--- src/rtl/posit_mac_pkg.sv ---
// posit_mac_pkg: shared widths, source IDs and the shift-request record for the posit MAC
package posit_mac_pkg;
  function automatic int data_width(input int n);
    return 10 * n - 24;
  endfunction
  localparam int DEF_N = 8;
  localparam int DEF_DATA_WIDTH = data_width(DEF_N);
  localparam int DEF_SHIFT_BITS = 6;
  localparam int DEF_MAX_SHIFT = 48;
  localparam logic SRC_A = 1'b0;
  localparam logic SRC_B = 1'b1;
  typedef struct packed {
    logic [DEF_DATA_WIDTH-1:0] x;
    logic [DEF_SHIFT_BITS-1:0] s;
    logic                      pad;
    logic                      src;
  } shift_req_t;
endpackage

--- src/rtl/posit_rshift_sticky.sv ---
// posit_rshift_sticky: combinational log-stage right shifter with pad fill and sticky collection
//   x_i/s_i/pad_i : operand, shift amount, fill bit
//   r_o/sticky_o  : shifted word, OR of every bit dropped off the low end
module posit_rshift_sticky #(
  parameter int DW = 56,
  parameter int SB = 6
) (
  input  logic [DW-1:0] x_i,
  input  logic [SB-1:0] s_i,
  input  logic          pad_i,
  output logic [DW-1:0] r_o,
  output logic          sticky_o
);
  // Stage k shifts by 2**k; the bits it drops are the low 2**k of that stage's input.
  always_comb begin
    r_o = x_i;
    sticky_o = 1'b0;
    for (int k = 0; k < SB; k++) begin
      if (s_i[k]) begin
        sticky_o = sticky_o | (|(r_o & ~({DW{1'b1}} << (1 << k))));
        r_o = (r_o >> (1 << k)) | (pad_i ? ~({DW{1'b1}} >> (1 << k)) : '0);
      end
    end
  end
endmodule

--- src/rtl/posit_shift_arbiter.sv ---
// posit_shift_arbiter: round-robin share of one alignment shifter between two requesters
//   a_*/b_*   : valid/ready request ports (operand, shift amount, fill bit)
//   rsp_*     : valid/ready response (shifted word, sticky, source ID)
//   busy      : any pipeline stage occupied
module posit_shift_arbiter
  import posit_mac_pkg::*;
#(
  parameter int N = 8,
  parameter int DATA_WIDTH = data_width(N),
  parameter int SHIFT_BITS = 6,
  parameter int MAX_SHIFT = 48
) (
  input  logic                  clk,
  input  logic                  rst,
  input  logic                  a_valid,
  output logic                  a_ready,
  input  logic [DATA_WIDTH-1:0] a_x,
  input  logic [SHIFT_BITS-1:0] a_s,
  input  logic                  a_pad,
  input  logic                  b_valid,
  output logic                  b_ready,
  input  logic [DATA_WIDTH-1:0] b_x,
  input  logic [SHIFT_BITS-1:0] b_s,
  input  logic                  b_pad,
  output logic                  rsp_valid,
  input  logic                  rsp_ready,
  output logic [DATA_WIDTH-1:0] rsp_r,
  output logic                  rsp_sticky,
  output logic                  rsp_src,
  output logic                  busy
);
  localparam logic [SHIFT_BITS-1:0] S_MAX = SHIFT_BITS'(MAX_SHIFT);
  logic                  prio_q, prio_d;
  logic                  s1_valid_q, s1_valid_d, rsp_valid_q, rsp_valid_d;
  logic [DATA_WIDTH-1:0] s1_x_q, rsp_r_q, sh_r;
  logic [SHIFT_BITS-1:0] s1_s_q, s_req;
  logic                  s1_pad_q, s1_src_q, rsp_sticky_q, rsp_src_q, sh_sticky;
  logic                  s2_ready, s1_ready, grant_a, grant_b, acc;
  assign s2_ready = !rsp_valid_q || rsp_ready;
  assign s1_ready = !s1_valid_q || s2_ready;
  // prio holds the source ID that wins a tie
  assign grant_b = b_valid && (!a_valid || prio_q == SRC_B);
  assign grant_a = a_valid && !grant_b;
  assign acc = s1_ready && (grant_a || grant_b);
  assign a_ready = s1_ready && grant_a;
  assign b_ready = s1_ready && grant_b;
  always_comb begin
    s_req = grant_b ? b_s : a_s;
    s1_valid_d = acc || (s1_valid_q && !s2_ready);
    rsp_valid_d = s2_ready ? s1_valid_q : rsp_valid_q;
    prio_d = acc ? (grant_a ? SRC_B : SRC_A) : prio_q;
  end
  posit_rshift_sticky #(.DW(DATA_WIDTH), .SB(SHIFT_BITS)) u_shift (
    .x_i(s1_x_q), .s_i(s1_s_q), .pad_i(s1_pad_q), .r_o(sh_r), .sticky_o(sh_sticky)
  );
  always_ff @(posedge clk) begin
    if (rst) begin
      prio_q <= SRC_A;
      s1_valid_q <= 1'b0;
      s1_x_q <= '0;
      s1_s_q <= '0;
      s1_pad_q <= 1'b0;
      s1_src_q <= SRC_A;
      rsp_valid_q <= 1'b0;
      rsp_r_q <= '0;
      rsp_sticky_q <= 1'b0;
      rsp_src_q <= SRC_A;
    end else begin
      prio_q <= prio_d;
      s1_valid_q <= s1_valid_d;
      rsp_valid_q <= rsp_valid_d;
      if (acc) begin
        s1_x_q <= grant_b ? b_x : a_x;
        s1_s_q <= (s_req > S_MAX) ? S_MAX : s_req;
        s1_pad_q <= grant_b ? b_pad : a_pad;
        s1_src_q <= grant_b ? SRC_B : SRC_A;
      end
      if (s1_valid_q && s2_ready) begin
        rsp_r_q <= sh_r;
        rsp_sticky_q <= sh_sticky;
        rsp_src_q <= s1_src_q;
      end
    end
  end
  assign rsp_valid = rsp_valid_q;
  assign rsp_r = rsp_r_q;
  assign rsp_sticky = rsp_sticky_q;
  assign rsp_src = rsp_src_q;
  assign busy = s1_valid_q || rsp_valid_q;
endmodule

--- config.mk ---
export PLATFORM = sky130hd
export DESIGN_NAME = posit_shift_arbiter
export DESIGN_NICKNAME = d
export VERILOG_FILES = /design/src/rtl/posit_mac_pkg.sv /design/src/rtl/posit_rshift_sticky.sv /design/src/rtl/posit_shift_arbiter.sv
export SDC_FILE = /design/constraint.sdc
export NUM_CORES = 1
export LEC_CHECK = 0
export ABC_AREA = 1
export BUFFER_PORTS_ARGS = -buffer_cell sky130_fd_sc_hd__buf_2
export CELL_PAD_IN_SITES_DETAIL_PLACEMENT = 1
export CELL_PAD_IN_SITES_GLOBAL_PLACEMENT = 1
export CORE_MARGIN = 2
export CORE_UTILIZATION = 34
export DETAILED_ROUTE_END_ITERATION = 10
export PLACE_DENSITY = 0.85
export SYNTH_ARGS = -nofsm -noshare
export SYNTH_HDL_FRONTEND = slang
export SYNTH_SLANG_ARGS = --single-unit
--- constraint.sdc ---
create_clock -name clk -period 1.63 [get_ports clk]
set_input_delay 0.0815 -clock clk [delete_from_list [all_inputs] [get_ports clk]]
set_output_delay 0.0815 -clock clk [all_outputs]
set_load 0.01 [all_outputs]
==> results by stage <==
Status:
- The flow ran to the end, but the final reports show violations.
- The checks that failed: negative hold slack, negative setup slack.

STA:
- In this run the tightest slew margin relative to its limit is 66.0%.
- The transition at the pin with the smallest max-transition slack is 0.510 ns.
- The post-layout minimum cycle time is 2.90 ns.
- Setup violations remaining at the end of the flow were counted as 69.
- Dividing the final minimum period by the clock period gives 178%.
- The worst hold slack across all endpoints is -0.0117 ns.
- The final max-slew violation count was 0.
- The number of hold violations in the final report is 2.
- Setup total negative slack on the finished layout was measured at -27.20 ns.
- Setup repair after global routing could not meet its margin everywhere.
- The upper clock frequency limit is 345 MHz.
- The largest clock skew in the final design is 0.0135 ns.
- After layout, the worst setup slack is -1.27 ns.

Setup path:
- The worst path buffer plus inverter count is 2.
- STA classifies the critical path startpoint as a flop.
- The cell that appears most often on the critical path is sky130_fd_sc_hd__nand2_1.
- The signal on the critical path passes through inv_8 > bufbuf_16 > nand2_4 > nand3_4 > nand3_2 > nand3_2 > nand2_2 > nand2_1 > nand2_2 > nand2_1 > nor2_1 > nand2_1 > nor2_1 > nand2_1 > nand2_1 > a21oi_1.
- STA puts the critical path data arrival time at 3.24 ns.
- The cell family with the largest share of critical-path delay is simple AND/OR/NAND/NOR gates.
- The nature of the critical path endpoint is a flop.
- The highest cell delay on the worst timing path is 0.41 ns.
- The critical setup path kind is reg2reg.
- On the critical path, the stage with the largest delay is an instance of sky130_fd_sc_hd__dfxtp_4.
- Along the worst path, the maximum fanout reaches 6.
- For the worst setup path, the data required time is 1.97 ns.

Final layout:
- The post-route netlist has 46.4% of its cells at a drive strength greater than 1.
- The area used by multi-input combinational logic is ~0.0075 mm2.
- Leaving out fill and tap cells, the most frequent cells in the layout are 283 x sky130_fd_sc_hd__nand2_1, 194 x sky130_fd_sc_hd__nand3_2, 192 x sky130_fd_sc_hd__buf_2.
- Counting the fill cells in the layout gives between 3000 and 4000.
- At the end of the flow, the number of nets in the layout was 1972.
- Leaving out fill and tap cells, the most frequent cell in the layout is sky130_fd_sc_hd__nand2_1.
- Compared with the post-synthesis result, the final layout area differs by 70.3%.
- The final core area utilization is 59.3%.
- The sequential cell area is 0.00251 mm2.

Die:
- Pin placement for this block handled 193 I/O pins.
- The initial utilization of the core area, before any placement, comes to 34.8%.
- The width of the die is about 160 um.
- The floorplan die height is 165 um.
- The region available for standard cell placement spans around 0.025 mm2.
- The die covers ~0.027 mm2.
- The floorplan has between 50 and 60 rows.

Drt:
- The via-per-instance ratio is ~6.4.
- The number of routed nets with antenna violations is 0.
- The detailed-route DRC error count is 0.
- The total wire length is 62000 um.
- The via total after detailed routing is 14100.
- The average wire per cell in the routed design is 28.4 um.
- The detailed router finished its first iteration with 1921 violations.
- Before antenna repair, the detailed router went through 6 iterations.

Clock tree:
- The number of clock buffers inserted by TritonCTS is 17.
- The clock passes through at most 2 buffers.
- The root cell of the clock tree is sky130_fd_sc_hd__clkbuf_16.
- TritonCTS built the clock tree.
- The TritonCTS sink count is 125.
- Clock-pin slew was measured on the worst setup and hold paths at 0.07 ns.
- The number of H-tree levels is 4.
- The later pin in the worst-skew pair is clocked with a latency of between 0.4 and 0.5 ns.

Run:
- The tool flagged a number of max-cap violations equal to 0.

Synthesis:
- The post-synthesis sequential element count is 125.
- For this run, the leading register cell type out of synthesis is sky130_fd_sc_hd__dfxtp_1.
- After synthesis, the share of flip-flops with an asynchronous set or reset is 0%.
- The netlist uses 24 different library cells.
- The post-synthesis sequential area ratio is between 20% and 30%.
- The cell area that synthesis handed to floorplanning was 0.00879 mm2.
- For this run, the number of Yosys warnings is 0.
- The net count after synthesis is 1629.
- The number of enable-type register cells in the synthesized netlist is 0.
- The mean cell area of the mapped netlist is 5.87 um2.
- The post-synthesis instance total is between 1000 and 1500.

Min path:
- The min-delay analysis places its worst path in the category in2reg.

Global routing:
- For this run, the total global-route usage over all layers was measured as 31.6%.
- The via count of the first global-routing pass was 12800.
- The wire length of the first global-routing pass is 67100 um.
- Entering global routing, the biggest net connects 59 pins.
- The sum of overflow across all layers after global routing is 0.
- The initial antenna violation count was 5.

Power:
- The ratio of total power to cell area is around 1000 mW/mm2.
- The highest ir drop seen on vdd is 0.000627 V.
- For this design the static power due to leakage is 7.02 nW.

Placement:
- The estimated wirelength of the detail-placed design is ~29000 um.
- At the end of routability-driven placement, the weighted congestion stood at 0.942.
- In this run the tool buffered the top-level ports with approximately 190 buffer cells.
==> final timing paths <==
path / start / end / slack [ns] / cells past startpoint
worst max-delay path: s1_s_q[0]$_SDFFE_PP0P_ / rsp_sticky$_SDFFE_PP0P_ / -1.27 / 16
worst min-delay path: b_x[42] / s1_x_q[42]$_SDFFE_PP0P_ / -0.01 / 5
worst max register to register: s1_s_q[0]$_SDFFE_PP0P_ / rsp_sticky$_SDFFE_PP0P_ / -1.27 / 16
worst min register to register: rsp_r[13]$_SDFFE_PP0P_ / rsp_r[13]$_SDFFE_PP0P_ / 0.47 / 2
==> synth_stat cells (4+ instances only) <==
| library cell | count | area [um2] |
|---|---|---|
| sky130_fd_sc_hd__nand2_1 | 407 | 1530 |
| sky130_fd_sc_hd__nand3_1 | 324 | 1620 |
| sky130_fd_sc_hd__nor2_1 | 136 | 510 |
| sky130_fd_sc_hd__dfxtp_1 | 125 | 2500 |
| sky130_fd_sc_hd__o21ai_0 | 116 | 581 |
| sky130_fd_sc_hd__inv_1 | 75 | 282 |
| sky130_fd_sc_hd__a21oi_1 | 73 | 365 |
| sky130_fd_sc_hd__a211oi_1 | 59 | 443 |
| sky130_fd_sc_hd__clkbuf_1 | 57 | 214 |
| sky130_fd_sc_hd__buf_2 | 31 | 155 |
| sky130_fd_sc_hd__buf_1 | 21 | 78.8 |
| sky130_fd_sc_hd__nand2_2 | 17 | 106 |
| sky130_fd_sc_hd__o211ai_1 | 16 | 120 |
| sky130_fd_sc_hd__or2_2 | 9 | 56.3 |
| sky130_fd_sc_hd__buf_6 | 7 | 78.8 |
| sky130_fd_sc_hd__a31oi_1 | 5 | 31.3 |
| sky130_fd_sc_hd__nand4_1 | 5 | 31.3 |
| sky130_fd_sc_hd__o21ai_1 | 5 | 25.0 |
| sky130_fd_sc_hd__inv_2 | 4 | 15.0 |
==> stage by stage <==
stage	instances	instance area, um2	worst slack (ns)	total power [mW]	hold WS, ns
6_report	2185	15000	-1.27	15.0	-0.0117
4_1_cts	2150	13000	-0.403	12.8	0.00159
3_3_place_gp	2055	11100	-0.504	8.25	0.316
2_1_floorplan	1498	8830	-0.103	6.23	0.225
3_5_place_dp	2055	11100	-0.568	8.38	0.322
5_1_grt	2183	15000	-1.35	15.3	0.0131
==> tightest hold or removal path, delay by kind of cell <==
family | cells | cell delay (ns)
simple gates | 2 | 0.16
buf+inv | 2 | 0.10
compound gates | 1 | 0.06
==> routing by layer <==
| layer | part of all wire [%] | GRT usage (%) | wire length [um] | up-vias |
|---|---|---|---|---|
| met5 | 0.29 | 0 | 182 | - |
| met4 | 9.0 | 14.3 | 5560 | 10 |
| met3 | 12 | 5.47 | 7290 | 496 |
| met2 | 46 | 56.6 | 28500 | 1088 |
| met1 | 33 | 36.7 | 20400 | 6763 |
| li1 | - | - | - | 5735 |
==> power breakdown <==
part,switching [mW],internal [mW],total [mW]
Sequential,0.344,3.35,3.70
Clock,1.79,2.30,4.09
Combinational,4.51,2.67,7.18
Total,6.64,8.32,15.0
==> sequential cells by signal, summed over array words and instances (netlist names) <==
name	count
rsp_valid	1
s1_x_q	56
s1_valid_q	1
rsp_src	1
s1_pad_q	1
rsp_r	56
s1_src_q	1
s1_s_q	6
prio_q	1
rsp_sticky	1
==> cells by family (layout without fill, tap and decap cells) <==
logic type             count (synthesis)  after routing  share of synthesized area, %
AOI/OAI and AO/OA                    274            275                          17.8
buffers and inverters                197            551                          9.54
DFF                                  125            125                          28.5
muxes                                  1              1                         0.128
other                                  0              2                             0
and+or+nand+nor                      901            901                          44.1
==> cell type report <==
| type | count | area share (%) |
|---|---|---|
| multi-input cells | 1177 | 50.4 |
| repair buffers | 441 | 24.1 |
| flip-flops and latches | 125 | 16.8 |
| clock buffers | 19 | 2.96 |
| well taps | 330 | 2.76 |
| inverters | 79 | 2.06 |
| clock inverters | 12 | 0.911 |
| diodes | 2 | 0.0334 |
==> what timing repair did <==
item	CTS	global route
hold buffers	57	0
endpoints found under the hold margin	57	0
buffers inserted	2	24
gates cloned	5	9
endpoints found under the setup margin	115	118
gates resized for setup	152	373
pin swaps	18	61
(Power assumes the default switching activity.)
